$ cat src/rtl/bcd_report_sched.sv
// rtl/bcd_report_sched.sv - round-robin shared binary-to-BCD converter streaming "<tag>:<decimal>\r\n" frames
module bcd_report_sched #(
   parameter int           NREQ     = 3,
   parameter int           WIDTH    = 32,
   parameter int           DIGITS   = 10,
   parameter logic [7:0]   TAG_BASE = 8'h41
) (
   input  logic                    clk,
   input  logic                    rst,
   input  logic [NREQ-1:0]         req,
   input  logic [NREQ*WIDTH-1:0]   val,
   output logic [NREQ-1:0]         gnt,
   output logic [7:0]              tx_data,
   output logic                    tx_valid,
   input  logic                    tx_ready,
   output logic                    busy
);
   localparam int PW = (NREQ > 1) ? $clog2(NREQ) : 1;
   localparam int CW = (WIDTH > 1) ? $clog2(WIDTH) : 1;
   localparam int DW = (DIGITS > 1) ? $clog2(DIGITS) : 1;
   localparam int BW = 4 * DIGITS;

   // log2(10) ~= 3.32193: enough digits must exist for the largest WIDTH-bit value
   if (DIGITS * 332193 <= WIDTH * 100000) begin : g_digits_check
      $error("bcd_report_sched: DIGITS too small for WIDTH");
   end

   typedef enum logic [1:0] {IDLE, CONV, SEND} state_t;
   typedef enum logic [2:0] {P_TAG, P_COLON, P_DIG, P_CR, P_LF} phase_t;

   state_t           state, state_n;
   phase_t           phase;
   logic [PW-1:0]    ptr, src, win_idx, ptr_wrap;
   logic             win_found;
   logic [WIDTH-1:0] bin;
   logic [BW-1:0]    bcd, bcd_adj;
   logic [CW-1:0]    cnt;
   logic [DW-1:0]    dig, msd;
   logic [3:0]       nib_dig, nib_next;
   int               rr_j;

   always_comb begin
      win_found = 1'b0;
      win_idx   = '0;
      rr_j      = 0;
      for (int k = 0; k < NREQ; k++) begin
         rr_j = int'(ptr) + k;
         if (rr_j >= NREQ) rr_j = rr_j - NREQ;
         if (!win_found && req[rr_j]) begin
            win_found = 1'b1;
            win_idx   = PW'(rr_j);
         end
      end
      ptr_wrap = (int'(win_idx) == NREQ - 1) ? '0 : win_idx + 1'b1;
   end

   always_comb begin
      bcd_adj = '0;
      msd     = '0;
      for (int d = 0; d < DIGITS; d++) begin
         bcd_adj[4*d +: 4] = (bcd[4*d +: 4] > 4'd4) ? bcd[4*d +: 4] + 4'd3 : bcd[4*d +: 4];
         if (bcd[4*d +: 4] != 4'd0) msd = DW'(d);
      end
      nib_dig  = bcd[{dig, 2'b00} +: 4];
      nib_next = bcd[{dig - 1'b1, 2'b00} +: 4];
   end

   always_comb begin
      state_n = state;
      case (state)
         IDLE:    if (win_found) state_n = CONV;
         CONV:    if (cnt == CW'(WIDTH - 1)) state_n = SEND;
         SEND:    if (tx_valid && tx_ready && phase == P_LF) state_n = IDLE;
         default: state_n = IDLE;
      endcase
   end

   always_ff @(posedge clk) begin
      if (rst) state <= IDLE;
      else     state <= state_n;
   end

   always_ff @(posedge clk) begin
      if (rst) begin
         gnt      <= '0;
         tx_data  <= '0;
         tx_valid <= 1'b0;
         busy     <= 1'b0;
         ptr      <= '0;
         src      <= '0;
         bin      <= '0;
         bcd      <= '0;
         cnt      <= '0;
         dig      <= '0;
         phase    <= P_TAG;
      end else begin
         gnt <= '0;
         case (state)
            IDLE: if (win_found) begin
               bin  <= val[win_idx*WIDTH +: WIDTH];
               bcd  <= '0;
               cnt  <= '0;
               src  <= win_idx;
               gnt  <= NREQ'(1) << win_idx;
               busy <= 1'b1;
               ptr  <= ptr_wrap;
            end
            CONV: begin
               bcd <= {bcd_adj[BW-2:0], bin[WIDTH-1]};
               bin <= bin << 1;
               cnt <= cnt + 1'b1;
            end
            SEND: if (!tx_valid) begin
               // first SEND cycle: present the tag and latch the leading significant digit
               tx_valid <= 1'b1;
               tx_data  <= TAG_BASE + 8'(src);
               phase    <= P_TAG;
               dig      <= msd;
            end else if (tx_ready) begin
               case (phase)
                  P_TAG: begin
                     tx_data <= 8'h3A;
                     phase   <= P_COLON;
                  end
                  P_COLON: begin
                     tx_data <= {4'h3, nib_dig};
                     phase   <= P_DIG;
                  end
                  P_DIG: if (dig == '0) begin
                     tx_data <= 8'h0D;
                     phase   <= P_CR;
                  end else begin
                     dig     <= dig - 1'b1;
                     tx_data <= {4'h3, nib_next};
                  end
                  P_CR: begin
                     tx_data <= 8'h0A;
                     phase   <= P_LF;
                  end
                  default: begin
                     tx_valid <= 1'b0;
                     busy     <= 1'b0;
                  end
               endcase
            end
            default: ;
         endcase
      end
   end
endmodule
$ cat config.mk
export PLATFORM = sky130hd
export DESIGN_NAME = bcd_report_sched
export DESIGN_NICKNAME = d
export VERILOG_FILES = /design/src/rtl/bcd_report_sched.sv
export SDC_FILE = /design/constraint.sdc
export NUM_CORES = 1
export LEC_CHECK = 0
export ABC_CLOCK_PERIOD_IN_PS = 2750
export BUFFER_PORTS_ARGS = -buffer_cell sky130_fd_sc_hd__buf_4
export CAP_MARGIN = 5
export CORE_UTILIZATION = 47
export CTS_BUF_LIST = sky130_fd_sc_hd__clkbuf_8
export DETAILED_ROUTE_END_ITERATION = 12
export PLACE_DENSITY = 0.71
export SLEW_MARGIN = 25
export SYNTH_ARGS = -nofsm -noshare
export SYNTH_HDL_FRONTEND = slang
export SYNTH_SLANG_ARGS = --single-unit
$ cat constraint.sdc
create_clock -name clk -period 2.75 [get_ports clk]
set_input_delay 0 -clock clk [delete_from_list [all_inputs] [get_ports clk]]
set_output_delay 0 -clock clk [all_outputs]
set_load 0.03 [all_outputs]
==> flow_metrics.env <==
export IMPL_status="completed"
export IMPL_crit_fanout=10
export IMPL_final_cell_mix="buf_4, dfxtp_1, nand3_1"
export IMPL_place_worst_setup_slack_ns=0.3281
export IMPL_track_usage_pct=24.61
export IMPL_vias_per_cell=5.953
export IMPL_cpMaxStageDelayCell="mux4_2"
export IMPL_grt_first_pass_wirelength_um=31610
export IMPL_grt_pass1_vias=6244
export IMPL_cts_tree="yes"
export IMPL_synth_edff_count=0
export IMPL_cts_sinks=101
export IMPL_tightest_slew_ns=1.011
export IMPL_path_cells="inv_1 > ha_1 > buf_4 > mux4_2 > mux2i_1 > nor2b_1 > o21ai_0 > a21oi_1"
export IMPL_synth_cell_type_count=66
export IMPL_stdcell_count=1138
export IMPL_final_common_cell="buf_4"
export IMPL_setup_tns_ns=0
export IMPL_htreeDepth=3
export IMPL_clock_latency_ns=0.40
export IMPL_grt_start_max_net_pins=70
export IMPL_cts_root_buf="clkbuf_8"
export IMPL_drt_pre_antenna_iters=8
export IMPL_area_sequential_sq_um=2022
export IMPL_chipWidth_um=125.1
export IMPL_min_path_type="in2reg"
export IMPL_die_h_um=125.1
export IMPL_num_vias=6775
export IMPL_critPathCaptureType="flop"
export IMPL_die_area_sq_um=15650
export IMPL_clk_pin_slew_ns=0.10
export IMPL_drt_iter0_drc=596
export IMPL_leakage_nw=3.163
export IMPL_grt_ovfl_total=0
export IMPL_cpPeakStageDelay_ns=0.53
export IMPL_port_buffers=113
export IMPL_slew_headroom_pct=31.86
export IMPL_powerDensity_nw_per_um2=589.2
export IMPL_layout_min_cycle_time_ns=2.473
export IMPL_nNetsFinal=1071
export IMPL_ys_flop_type="dfxtp_1"
export IMPL_antenna_found_initial=0
export IMPL_synth_cells=881
export IMPL_rows=44
export IMPL_ctsLongestPathBuffers=2
export IMPL_initial_utilization_pct=48.63
export IMPL_syn2layout_area_growth_pct=17.69
export IMPL_crit_type="reg2reg"
export IMPL_hpwlAfterDp_um=13120
export IMPL_avgSynthCellArea_sq_um=8.084
export IMPL_rsz0062_at_grt="no"
export IMPL_crit_required_ns=3.04
export IMPL_yosysWarnings=0
export IMPL_fmax_mhz=404.3
export IMPL_antenna_cells=0
export IMPL_clock_skew_ns=0.008187
export IMPL_n_fill_cell=1366
export IMPL_routed_wirelength_um=18710
export IMPL_synth_ff_latch_count=101
export IMPL_setup_violations=0
export IMPL_syn_nets=1003
export IMPL_final_max_slew_viol_count=0
export IMPL_drc_errors=0
export IMPL_utilization_pct=57.24
export IMPL_arrival_ns=2.76
export IMPL_io_pins=115
export IMPL_crit_path_start_kind="flop"
export IMPL_multiInputGateArea_sq_um=4593
export IMPL_fin_crit_sh_pct=89.94
export IMPL_vdd_drop_max_mv=0.3417
export IMPL_drive_gt1_share_pct=25.26
export IMPL_yosysSeqAreaShare_pct=28.39
export IMPL_numCtsBuffers=9
export IMPL_netlist_area_sq_um=7122
export IMPL_maxCapViolCount=0
export IMPL_final_setup_worst_slack_ns=0.2766
export IMPL_post_place_cells=1117
export IMPL_gp_congestion=0.9014
export IMPL_ant_nets=0
export IMPL_routedWlPerCell_um=16.44
export IMPL_core_sq_um=14640
export IMPL_ys_async_sr_fraction_pct=0
export IMPL_finalHoldViolCount=0
through the flow:
| stage | power [mW] | instance area, sq um | hold WS [ns] |
|---|---|---|---|
| detailed placement | 3.947 | 8125 | 0.3952 |
| global route | 5.254 | 8382 | 0.02422 |
| global placement | 3.937 | 8125 | 0.3929 |
| finish | 4.939 | 8382 | 0.01975 |
| floorplan | 3.345 | 7122 | 0.2544 |
| CTS | 4.973 | 8382 | 0.003274 |
worst max-delay path, delay by kind of cell, from the launching register on:
kind	cells	cell delay (ns)
muxes	2	0.74
DFF	1	0.50
buffers and inverters	2	0.37
adders and majority gates	1	0.35
AOI/OAI and AO/OA	2	0.34
and+or+nand+nor	1	0.07
logic make-up after synthesis:
kind of cell             after synthesis  synth area share, %
flip-flops                           101                28.39
AO/OA/AOI/OAI                        279                30.90
XOR/XNOR                              12                1.476
other                                  1              0.05266
buffers and inverters                125                7.625
adder cells (fa/ha/maj)               20                3.514
multiplexers                          29                6.202
AND/OR/NAND/NOR                      314                21.84
synthesized netlist by cell type, types with 4 or more instances:
library cell	count	area, sq um
dfxtp_1	101	2022
nand3_1	88	440.4
nor2_1	72	270.3
nand2_1	71	266.5
a21oi_1	57	285.3
a31oi_1	51	319.1
clkbuf_1	45	168.9
inv_1	43	161.4
a21bo_2	32	320.3
buf_2	23	115.1
o21ai_0	23	115.1
a311o_1	21	210.2
ha_1	20	250.2
nor3_1	16	80.08
o211ai_1	13	97.59
a21o_1	12	90.09
o2bb2ai_1	12	105.1
mux2_2	11	123.9
mux4_2	11	247.7
nand2b_1	11	68.82
nor3b_1	11	82.58
or3_1	11	68.82
xnor2_1	11	96.34
a2111oi_2	7	105.1
a211oi_1	7	52.55
mux2i_1	7	70.07
buf_1	6	22.52
a2111oi_4	5	137.6
a311oi_1	5	43.79
and3_1	5	31.28
nor2b_1	5	31.28
nor3_2	5	50.05
nor4_1	5	31.28
buf_4	4	30.03
buf_6	4	45.04
o22ai_1	4	25.02
or2_2	4	25.02
or3b_2	4	35.03
registers in the layout (all words and copies together), names as in the netlist, 3 cells and up:
| register | flops |
|---|---|
| bcd | 40 |
| bin | 32 |
| cnt | 5 |
| dig | 4 |
| gnt | 3 |
| phase | 3 |
| tx_data | 6 |
layer usage:
layer	share of wire (%)	wire length [um]	track usage (%)	vias to the layer above
li1	-	-	-	3398
met1	47	8784	33.99	3185
met2	46	8628	38.74	164
met3	4.8	890	4.236	28
met4	2.2	404	8.321	0
met5	0	0	0	-
power by group:
group	switching (mW)	internal, mW	leakage, nW	total [mW]
logic	1.26	0.886	2.24	2.15
clock network	0.565	0.452	0.103	1.02
registers	0.115	1.66	0.822	1.77
total	1.94	3.00	3.16	4.94
final cells by class:
class / count / share of cell area (%)
repair buffers: 139 / 13.94
inverters: 43 / 1.926
well taps: 184 / 2.747
multi-input cells: 655 / 54.80
flip-flops and latches: 101 / 24.12
clock buffers: 10 / 1.642
clock inverters: 6 / 0.8210
timing repair:
action | in CTS | in global routing
gates resized for setup | 0 | 0
endpoints found under the hold margin | 5 | 0
hold buffers | 5 | 0
setup buffers | 0 | 0
setup endpoints to repair | 0 | 0
path summary, 6_finish.rpt:
kind	start	to	slack, ns	cells past startpoint
setup / recovery	dig[1]$_SDFFE_PP0P_	tx_data[1]$_SDFFE_PP0P_	0.28	8
hold / removal	val[72]	bin[8]$_SDFFE_PP0P_	0.02	4
setup reg to reg	dig[1]$_SDFFE_PP0P_	tx_data[1]$_SDFFE_PP0P_	0.28	8
hold reg to reg	tx_data[5]$_SDFFE_PP0P_	tx_data[5]$_SDFFE_PP0P_	0.47	2
No activity file was read; power rests on OpenSTA's default activity.
